==> src/rtl/router_output_arbiter.sv <==
// Per-output-port arbiter with a two-entry even/odd VC output buffer for the mesh router.
// Optional feature: define ARB_HOP_UPDATE_EN to halve the hop field [55:48] on every buffer write.
module router_output_arbiter #(
    parameter int DATA_WIDTH = 64,
    parameter int NUM_REQ    = 5
) (
    input  logic                          clk,
    input  logic                          reset,
    output logic                          polarity,
    input  logic [NUM_REQ-1:0]            req,
    input  logic [NUM_REQ*DATA_WIDTH-1:0] req_data,
    output logic [NUM_REQ-1:0]            gnt,
    output logic                          ch_so,
    output logic [DATA_WIDTH-1:0]         ch_do,
    input  logic                          ch_ro
);
    localparam int RR_W    = (NUM_REQ > 1) ? $clog2(NUM_REQ) : 1;
    localparam int VC_BIT  = DATA_WIDTH - 1;
    localparam int HOP_MSB = 55;
    localparam int HOP_LSB = 48;

    logic                  polarity_q, polarity_d;
    logic [1:0]            full_q, full_d;
    logic [RR_W-1:0]       rr_q  [2];
    logic [RR_W-1:0]       rr_d  [2];
    logic [DATA_WIDTH-1:0] buf_q [2];
    logic [DATA_WIDTH-1:0] buf_d [2];

    logic                  fill_vc, drain_vc;
    logic [NUM_REQ-1:0]    elig;
    logic                  grant_vld;
    logic [RR_W-1:0]       winner;
    logic [DATA_WIDTH-1:0] win_data, win_stored;

    // Fill and drain sides are always opposite VCs, so a buffer is never read and written together.
    assign fill_vc  = polarity_q;
    assign drain_vc = ~polarity_q;
    assign polarity = polarity_q;

    genvar gi;
    generate
        for (gi = 0; gi < NUM_REQ; gi++) begin : g_elig
            assign elig[gi] = req[gi] & (req_data[gi*DATA_WIDTH + VC_BIT] == fill_vc);
        end
    endgenerate

    // Round-robin search starting at the fill VC's pointer, wrapping past NUM_REQ-1.
    always_comb begin
        logic [RR_W:0] cand;
        grant_vld = 1'b0;
        winner    = '0;
        cand      = '0;
        if (!full_q[fill_vc]) begin
            for (int k = 0; k < NUM_REQ; k++) begin
                cand = {1'b0, rr_q[fill_vc]} + (RR_W+1)'(k);
                if (cand >= (RR_W+1)'(NUM_REQ)) begin
                    cand = cand - (RR_W+1)'(NUM_REQ);
                end
                if (!grant_vld && elig[cand[RR_W-1:0]]) begin
                    grant_vld = 1'b1;
                    winner    = cand[RR_W-1:0];
                end
            end
        end
    end

    assign win_data = req_data[winner*DATA_WIDTH +: DATA_WIDTH];

    always_comb begin
        win_stored = win_data;
`ifdef ARB_HOP_UPDATE_EN
        win_stored[HOP_MSB:HOP_LSB] = {1'b0, win_data[HOP_MSB:HOP_LSB+1]};
`endif
    end

    always_comb begin
        gnt = '0;
        if (grant_vld && reset) begin
            gnt[winner] = 1'b1;
        end
    end

    assign ch_so = reset & full_q[drain_vc] & ch_ro;
    assign ch_do = ch_so ? buf_q[drain_vc] : '0;

    always_comb begin
        polarity_d = ~polarity_q;
        full_d     = full_q;
        rr_d       = rr_q;
        buf_d      = buf_q;
        if (ch_so) begin
            full_d[drain_vc] = 1'b0;
        end
        if (grant_vld) begin
            full_d[fill_vc] = 1'b1;
            buf_d[fill_vc]  = win_stored;
            rr_d[fill_vc]   = (winner == RR_W'(NUM_REQ-1)) ? '0 : winner + 1'b1;
        end
    end

    always_ff @(posedge clk or negedge reset) begin
        if (!reset) begin
            polarity_q <= 1'b0;
            full_q     <= 2'b00;
            for (int v = 0; v < 2; v++) begin
                rr_q[v]  <= '0;
                buf_q[v] <= '0;
            end
        end else begin
            polarity_q <= polarity_d;
            full_q     <= full_d;
            for (int v = 0; v < 2; v++) begin
                rr_q[v]  <= rr_d[v];
                buf_q[v] <= buf_d[v];
            end
        end
    end

endmodule

==> config.mk <==
export PLATFORM = sky130hd
export DESIGN_NAME = router_output_arbiter
export DESIGN_NICKNAME = d
export VERILOG_FILES = /design/src/rtl/router_output_arbiter.sv
export SDC_FILE = /design/constraint.sdc
export NUM_CORES = 1
export LEC_CHECK = 0
export BUFFER_PORTS_ARGS = -buffer_cell sky130_fd_sc_hd__buf_2
export CAP_MARGIN = 15
export CELL_PAD_IN_SITES_DETAIL_PLACEMENT = 0
export CELL_PAD_IN_SITES_GLOBAL_PLACEMENT = 1
export CORE_MARGIN = 2
export CORE_UTILIZATION = 33
export CTS_CLUSTER_DIAMETER = 40
export DETAILED_ROUTE_END_ITERATION = 10
export PLACE_DENSITY = 0.76
export SYNTH_ARGS = -nofsm -noshare
export SYNTH_HDL_FRONTEND = slang
export SYNTH_SLANG_ARGS = --single-unit
==> constraint.sdc <==
create_clock -name clk -period 4.5 [get_ports clk]
set_input_delay 0.45 -clock clk [delete_from_list [all_inputs] [get_ports clk]]
set_output_delay 0.45 -clock clk [all_outputs]
set_load 0.005 [all_outputs]
==> results of run 1 <==
-- worst max path at each step --
stage	depth (start not counted)	from	to	slack, ns
after floorplan	17	polarity$_DFF_PN0_	gnt[1]	0.01
after global placement	15	polarity$_DFF_PN0_	buf_q[125]$_DFFE_PN0P_	-0.12
after detailed placement	16	polarity$_DFF_PN0_	buf_q[125]$_DFFE_PN0P_	-0.11
after CTS	15	polarity$_DFF_PN0_	gnt[1]	-0.02
after global routing	16	polarity$_DFF_PN0_	gnt[1]	-0.21
final	14	polarity$_DFF_PN0_	gnt[1]	-0.005
-- area by class of cell --
cell class                 instances  share of cell area [%]
sequential                       137                   24.63
multi-input combinational        901                   46.86
timing repair buffer             488                   20.43
antenna                            1                 0.01795
clock buffer                      19                   3.250
clock inverter                    13                  0.9067
tap                              396                   3.555
inverter                          11                  0.3501
-- worst reg2reg max path, stage by stage (launching register included) --
cell and delay, ns:
dfrtp_4 0.50, mux2i_4 0.38, clkinv_4 0.13, buf_2 0.17
buf_4 0.16, a221oi_4 0.32, mux2i_2 0.40, a31oi_2 0.15
or2_1 0.27, or2_4 0.25, a211o_4 0.38, buf_4 0.16
buf_12 0.16, mux2_2 0.33, a22oi_2 0.23, buf_4 0.19
a31oi_1 0.07
-- repair_timing --
action,CTS,global route
gates resized for setup,39,25
setup buffers,20,14
hold endpoints to repair,17,0
hold buffers,1,0
setup endpoints to repair,13,31
pin swaps,13,10
-- metal layers --
metal	track usage, %	vias to the layer above	share of wire [%]
met2	39.05	352	50
met5	0	-	0
met1	26.72	4927	42
met3	3.859	34	5.6
li1	-	5017	-
met4	5.657	0	1.7
-- flip-flops by register name, indices dropped and copies added, names as in the netlist --
signal and count:
full_q 2, rr_q 6, polarity 1, buf_q 128
-- where the power goes --
part / switching [mW] / internal (mW) / total (mW)
clock network: 0.617 / 0.761 / 1.38
registers: 0.311 / 1.85 / 2.16
logic: 4.15 / 3.23 / 7.37
-- logic make-up (layout without fill, tap and decap cells) --
logic type               after synthesis  count (layout)  share of synthesized area (%)
flip-flops                           137             137                          33.91
XOR/XNOR                               8               8                         0.6930
AO/OA/AOI/OAI                        382             382                          27.13
adder cells (fa/ha/maj)               11              11                          1.361
other                                  0               1                              0
AND/OR/NAND/NOR                      349             349                          16.03
multiplexers                         151             151                          16.12
buffers and inverters                110             531                          4.764
-- cells in the final DEF, fill, tap and decap left out, types with 3 or more instances in the layout --
master,n
nand2_1,17
mux2_1,44
buf_2,397
nand3_1,11
dfrtp_1,136
o21ai_1,64
buf_6,8
nor2_1,204
nor2b_1,3
buf_12,11
nor3_1,6
a211oi_4,3
a22oi_2,47
clkinv_4,4
mux2i_1,75
ha_4,3
a211oi_1,3
nor2_2,4
ha_1,5
inv_2,3
a31oi_1,129
inv_8,3
a22oi_1,17
inv_6,4
buf_4,70
nand2b_1,3
or2_2,3
ha_2,3
a21oi_1,15
xnor2_1,8
and2_1,63
o22ai_1,4
inv_1,6
o21ai_0,11
mux2_2,26
a21boi_0,63
nand4_1,4
clkbuf_16,17
-- stage by stage --
stage	hold slack (ns)	cell area [µm²]
after detailed placement	0.3216	12810
after global routing	0.3244	13940
after global placement	0.3228	12810
final	0.3429	13940
after CTS	0.3248	13730
after floorplan	0.1544	10140
-- cell usage after synthesis (4+ instances only) --
master,number
a31oi_1,130
nand3_1,14
mux2_1,44
a22oi_1,19
clkbuf_1,62
dfrtp_1,137
inv_1,9
mux2_2,27
a22oi_2,45
buf_2,13
buf_6,6
nand2b_1,5
ha_1,11
nand4_1,4
o21ai_0,12
and2_1,64
o21ai_1,63
mux2i_1,77
nor2b_1,4
a21oi_1,18
buf_1,16
o22ai_1,4
nor2_1,209
a211oi_1,7
a21boi_0,63
xnor2_1,8
nor3_1,9
nand2_1,18
==> results.yml, run 1 <==
placement:
  portBuffers: 398
  dpl.hpwl_um: 26210
  dp_cells: 1898
  pre_cts_ws_ns: -0.1149
  gp_congestion: 0.9047
final_layout:
  seq_area_um2: 3432
  drive_gt1_share_pct: 41.56
  fillers: 3044
  final_net_count: 1895
  multi_input_area_um2: 6531
  syn_to_final_growth_pct: 37.84
  fin_util_pct: 45.92
  layout.cells.non_filler: 1966
detailed_routing:
  viasPerCell: 5.254
  drtAntennaViolNets: 0
  drc_errors: 0
  wl_per_cell_um: 18.39
  dr_total_vias: 10330
  first_pass_iters: 9
  drt-initial-drc-count: 614
  routed_wl_um: 36150
clocking:
  numCtsBuffers: 17
  worstSkewPairLatency_ns: 0.42
  clkTransAtPathRegs_ns: 0.07
  cts_root_buffer: "clkbuf_16"
  htreeDepth: 4
  cts_tree: "built"
  clkSinkCount: 137
  cts_buffer_depth: 2
hold_path:
  worstHoldStart: "req_data[291]"
  hold_class: "in2reg"
  worstHoldPathCells: 3
  hold_path_end: "buf_q[99]$_DFFE_PN0P_"
floorplanning:
  die_area_um2: 32060
  rows: 64
  die_h_um: 179.0
  fp.coreArea_um2: 30350
  start_util_pct: 33.32
  pin_count: 399
  die_x_um: 179.0
critical_path:
  timing.rr.start: "polarity$_DFF_PN0_"
  path_delay_family: "compound AO/OA/AOI/OAI gates"
  path_common_cell: "buf_2"
  crit_path_max_fanout: 6
  worstPathRequired_ns: 4.05
  crit_buf_inv: 5
  crit_chain: "mux2i_4, clkinv_4, buf_2, buf_4, a221oi_4, mux2i_2, a31oi_2, or2_1, or2_4, a211o_4, inv_4, nand3_4, nor3_4, buf_2"
  cp_slowest_cell: "dfrtp_4"
  end_kind: "output pin"
  r2r_slack_ns: 0.11
  reg2reg_to: "buf_q[125]$_DFFE_PN0P_"
  cp-start-kind: "register"
  cpPeakStageDelay_ns: 0.50
  rr_worst_depth: 16
  arrival_ns: 4.06
  crit_type: "reg2out"
global_routing:
  grt_pass1_wl_um: 53900
  grt_use_total_pct: 21.75
  antenna_found_initial: 1
  grt_pass1_vias: 10040
  grt_max_degree: 82
  gr-total-overflow: 0
job:
  maxCapViolCount: 0
logic_synthesis:
  yosysSeqAreaShare_pct: 33.91
  ys_types: 63
  ys_warn_count: 0
  netlist_area_um2: 10110
  synth_ff_type: "dfrtp_1"
  syn_avg_cell_area_um2: 8.807
  synth_nets: 1487
  synthArstFlopShare_pct: 100.0
  synth_area_leaders: "dfrtp_1 (34%), a31oi_1 (8.0%), nor2_1 (7.8%)"
  syn_inst: 1148
  synth_top_area_share_pct: 33.91
  yosysTopAreaCell: "dfrtp_1"
  synth_edf_count: 0
  synth_seq_cells: 137
run_status:
  status: "complete, but fails checks"
  failed_checks: "setup timing"
timing:
  rsz0062_at_grt: "yes"
  finalSetupTns_ns: -0.005338
  slew_headroom_pct: 42.88
  setup_slack_ns: -0.005338
  period_needed_ns: 4.505
  max_freq_mhz: 222.0
  hold_viol: 0
  drv_slew: 0
  fin_skew_ns: 0.02073
  final-setup-viol-count: 1
  tightest_slew_ns: 0.8569
  timing.final.crit_share_pct: 100.1
power:
  p_total_mw: 10.91
  peakVddDrop_v: 0.0004198
  p_leak_nw: 6.496
  power_density_nw_per_um2: 783.0
(Power assumes the default switching activity.)
==> run 2, diff against run 1 <==
- CORE_ASPECT_RATIO: default -> 1.75
- HOLD_SLACK_MARGIN: default -> 0.03
==> results.yml, run 2 (synthesized netlist as in run 1, its figures left out) <==
timing:
  slew_headroom_pct: 44.60
  final-setup-viol-count: 2
  rsz0062_at_grt: "yes"
  timing.final.crit_share_pct: 100.8
  finalSetupTns_ns: -0.06093
  hold_viol: 0
  period_needed_ns: 4.535
  setup_slack_ns: -0.03491
  tightest_slew_ns: 0.8310
  fin_skew_ns: 0.008585
  max_freq_mhz: 220.5
  drv_slew: 0
floorplanning:
  die_area_um2: 32110
  rows: 84
  start_util_pct: 33.52
  fp.coreArea_um2: 30160
  pin_count: 399
  die_x_um: 136.3
  die_h_um: 235.6
critical_path:
  arrival_ns: 4.08
  worstPathRequired_ns: 4.05
  timing.rr.start: "polarity$_DFF_PN0_"
  cpPeakStageDelay_ns: 0.49
  crit_type: "reg2out"
  cp-start-kind: "register"
  crit_chain: "mux2i_4, ha_4, ha_4, buf_6, nor2_4, a21bo_4, nor2_2, a32oi_2, a31oi_2, or2_1, or2_1, buf_4, buf_4, o211a_4, nor3_4, buf_2"
  r2r_slack_ns: 0.11
  cp-startpoint: "polarity$_DFF_PN0_"
  end_kind: "output pin"
  cp_slowest_cell: "dfrtp_4"
  crit_path_max_fanout: 7
final_layout:
  fillers: 3039
  fin_area_um2: 13980
  multi_input_area_um2: 6606
  top_regs: "buf_q: 128 flops, rr_q: 6 flops, full_q: 2 flops"
  syn_to_final_growth_pct: 38.26
  drive_gt1_share_pct: 41.98
  final_net_count: 1898
  seq_area_um2: 3432
  largest_register: "buf_q"
  largest_register_ffs: 128
  final_common_cell: "buf_2"
  final_cell_mix: "buf_2 (397), nor2_1 (206), dfrtp_1 (136), a31oi_1 (129), mux2i_1 (75)"
detailed_routing:
  drc_errors: 0
  first_pass_iters: 5
  dr_total_vias: 10500
  wl_per_cell_um: 19.70
  drt-initial-drc-count: 536
  drtAntennaViolNets: 0
  viasPerCell: 5.345
  routed_wl_um: 38710
clocking:
  clkSinkCount: 137
  clkTransAtPathRegs_ns: 0.06
  numCtsBuffers: 17
  cts_buffer_depth: 2
  cts_tree: "built"
  htreeDepth: 4
  cts_root_buffer: "clkbuf_16"
  worstSkewPairLatency_ns: 0.43
placement:
  placed_cell_area_um2: 12790
  dpl.hpwl_um: 29020
  portBuffers: 398
  gp_congestion: 1.002
global_routing:
  grt_pass1_wl_um: 57970
  antenna_found_initial: 6
  gr-total-overflow: 0
  grt_max_degree: 96
  grt_use_total_pct: 23.58
  grt_pass1_vias: 10570
hold_path:
  hold_class: "in2reg"
  worstHoldStart: "req_data[292]"
run_status:
  failed_checks: "setup timing"
  status: "complete, but fails checks"
power:
  peakVddDrop_v: 0.0004668
  p_total_mw: 11.02
  p_leak_nw: 6.523
  power_density_nw_per_um2: 788.4
job:
  maxCapViolCount: 0
[run 2: changes by cell type in the layout (fill, tap and decap cells not counted), moves of 3 or more]
| cell | before | now |
|---|---|---|
| xnor2_2 | 0 | 3 |
| nor3_2 | 1 | 4 |
| inv_8 | 3 | 0 |
| xnor2_1 | 8 | 5 |
| diode_2 | 1 | 6 |
| ha_4 | 3 | 7 |
| ha_2 | 3 | 0 |
| clkinv_2 | 0 | 7 |
| inv_6 | 4 | 0 |
[run 2: layer usage]
layer	share of wire, %	vias to the layer above	GRT usage, %	routed length, µm
met4	4.2	0	11.96	1645
met2	54	323	42.88	20780
met1	39	5069	26.37	14910
li1	-	5026	-	-
met5	0	-	0	0
met3	3.6	85	2.972	1382
[run 2: timing repair]
action / 4_1_cts / 5_1_grt
hold endpoints to repair: 31 / 0
setup endpoints to repair: 11 / 91
pin swaps: 17 / 23
cloned: 0 / 1
resized for setup: 32 / 41
setup buffers: 13 / 22
hold buffers: 1 / 0
[run 2: final cells by class]
class                           instances  share of cell area [%]
Antenna cell                            6                  0.1074
Clock buffer                           19                   3.097
Clock inverter                         13                  0.5907
Inverter                               11                  0.3670
Multi-Input combinational cell        901                   47.26
Sequential cell                       137                   24.55
Tap cell                              387                   3.464
Timing Repair Buffer                  491                   20.57
[run 2: metrics by stage]
stage	hold WS [ns]	instances	setup WS (ns)	utilization, %
floorplan	0.1544	1148	0.01273	-
global placement	0.3508	1891	0.04875	42.41
detailed placement	0.3613	1891	-0.001449	42.41
CTS	0.3148	1937	0.001298	44.98
global route	0.3375	1965	-0.1758	46.35
finish	0.3331	1965	-0.03491	46.35
[run 2: path summary, 6_finish.rpt]
check / to / cells after the start
max: gnt[0] / 16
min: buf_q[100]$_DFFE_PN0P_ / 3
max reg2reg: buf_q[11]$_DFFE_PN0P_ / 19
min reg2reg: buf_q[63]$_DFFE_PN0P_ / 1
max in group asynchronous: buf_q[86]$_DFFE_PN0P_ / 3
min in group asynchronous: buf_q[123]$_DFFE_PN0P_ / 2
[run 2: power by group]
group / internal, mW / switching, mW / leakage (nW) / total [mW]
Combinational: 3.35 / 4.28 / 4.75 / 7.63
Sequential: 1.85 / 0.309 / 1.52 / 2.16
Clock: 0.695 / 0.540 / 0.248 / 1.23
Total: 5.89 / 5.13 / 6.52 / 11.0
[run 2: worst max-delay path, delay by kind of cell (launching register included)]
kind | cells | cell delay [ns]
and+or+nand+nor | 5 | 0.98
buffers and inverters | 4 | 0.55
DFF | 1 | 0.49
adders and majority gates | 2 | 0.43
AOI/OAI and AO/OA | 4 | 0.80
muxes | 1 | 0.40
==> run 3, diff against run 2 <==
- PLACE_DENSITY: 0.76 -> 0.84
==> results.yml, run 3 (synthesized netlist as in run 1, its figures left out) <==
critical_path:
  end_kind: "output pin"
  crit_type: "reg2out"
  crit_path_max_fanout: 19
  rr_worst_depth: 16
  r2r_slack_ns: 0.16
  cp-start-kind: "register"
  arrival_ns: 4.17
  worstPathRequired_ns: 4.05
global_routing:
  grt_use_total_pct: 24.39
  grt_max_degree: 64
  grt_pass1_vias: 10700
  antenna_found_initial: 4
  grt_pass1_wl_um: 59330
  gr-total-overflow: 0
placement:
  dpl.hpwl_um: 29440
  placed_cell_area_um2: 12760
  gp_congestion: 1.014
  portBuffers: 398
floorplanning:
  die_h_um: 235.6
  rows: 84
  die_area_um2: 32110
  die_x_um: 136.3
  pin_count: 399
  start_util_pct: 33.52
  fp.coreArea_um2: 30160
final_layout:
  fin_area_um2: 14130
  final_net_count: 1888
  largest_register_ffs: 128
  drive_gt1_share_pct: 42.37
  final_common_cell: "buf_2"
  top_regs: "buf_q: 128 flops, rr_q: 6 flops, full_q: 2 flops"
  largest_register: "buf_q"
  syn_to_final_growth_pct: 39.72
  seq_area_um2: 3432
  fillers: 2886
  final_cell_mix: "buf_2 (398), nor2_1 (204), dfrtp_1 (136), a31oi_1 (128), mux2i_1 (73)"
  multi_input_area_um2: 6720
timing:
  period_needed_ns: 4.623
  setup_slack_ns: -0.1229
  final-setup-viol-count: 3
  max_freq_mhz: 216.3
  finalSetupTns_ns: -0.2600
  rsz0062_at_grt: "yes"
  tightest_slew_ns: 0.7411
  timing.final.crit_share_pct: 102.7
  slew_headroom_pct: 49.18
  hold_viol: 0
  fin_skew_ns: 0.006240
  drv_slew: 0
clocking:
  clkSinkCount: 137
  htreeDepth: 4
  numCtsBuffers: 17
  cts_root_buffer: "clkbuf_16"
  clkTransAtPathRegs_ns: 0.06
  worstSkewPairLatency_ns: 0.44
  cts_buffer_depth: 2
  cts_tree: "built"
run_status:
  status: "complete, but fails checks"
  failed_checks: "setup timing"
detailed_routing:
  viasPerCell: 5.478
  drt-initial-drc-count: 624
  first_pass_iters: 5
  drc_errors: 0
  routed_wl_um: 39520
  dr_total_vias: 10680
  wl_per_cell_um: 20.27
  drtAntennaViolNets: 0
job:
  maxCapViolCount: 0
hold_path:
  worstHoldPathCells: 3
  hold_class: "in2reg"
power:
  p_leak_nw: 6.537
  peakVddDrop_v: 0.0005437
  power_density_nw_per_um2: 793.4
run 3: final timing paths:
path	from	endpoint
worst max-delay path	polarity$_DFF_PN0_	gnt[0]
worst min-delay path	req_data[302]	buf_q[110]$_DFFE_PN0P_
worst max register to register	polarity$_DFF_PN0_	buf_q[74]$_DFFE_PN0P_
worst min register to register	buf_q[63]$_DFFE_PN0P_	buf_q[63]$_DFFE_PN0P_
max in group asynchronous	reset	buf_q[21]$_DFFE_PN0P_
min in group asynchronous	reset	buf_q[62]$_DFFE_PN0P_
run 3: layout make-up:
| class | count | area share [%] |
|---|---|---|
| timing repair buffer | 481 | 19.79 |
| multi-input combinational | 901 | 47.57 |
| sequential | 137 | 24.29 |
| antenna | 3 | 0.05314 |
| clock buffer | 19 | 3.135 |
| tap | 387 | 3.428 |
| inverter | 11 | 0.3277 |
| clock inverter | 11 | 1.399 |
run 3: timing repair:
item / in CTS / in global routing
hold buffers: 1 / 0
endpoints found under the hold margin: 28 / 0
gates resized for setup: 42 / 52
setup buffers: 19 / 15
setup endpoints to repair: 7 / 129
pin swaps: 17 / 19
run 3: through the flow:
stage,std cells,setup WS (ns),hold slack (ns),power (mW),utilization (%)
2_1_floorplan,1148,0.01273,0.1544,6.719,-
3_3_place_gp,1883,-0.06519,0.3585,8.660,42.29
3_5_place_dp,1883,-0.05651,0.3660,8.782,42.29
4_1_cts,1933,-0.004794,0.3014,10.79,45.60
5_1_grt,1950,-0.2193,0.3197,12.00,46.84
6_report,1950,-0.1229,0.3258,11.21,46.84
run 3: worst max-delay path, cell delays in order (launching register included):
cell and delay, ns:
dfrtp_4 0.53, buf_4 0.18, buf_8 0.17, or4b_1 0.50
nand4_1 0.18, nor3_1 0.07, or3b_4 0.40, a2bb2oi_4 0.17
buf_4 0.15, and4b_1 0.21, a32oi_2 0.23, a211o_4 0.21
buf_6 0.10, nand4_1 0.20, nor3_4 0.29, buf_2 0.15
run 3: power by group:
part	total [mW]	switching, mW	internal (mW)
clock	1.54	0.545	0.992
sequential	2.17	0.316	1.85
combinational	7.50	4.27	3.23
run 3: routing by layer:
layer  track usage, %  vias up  share of wire [%]
met5                0        -                  0
met4            11.87        0                4.5
met3            3.682      101                4.8
met2            45.67      435                 55
met1            25.94     5136                 36
li1                 -     5010                  -
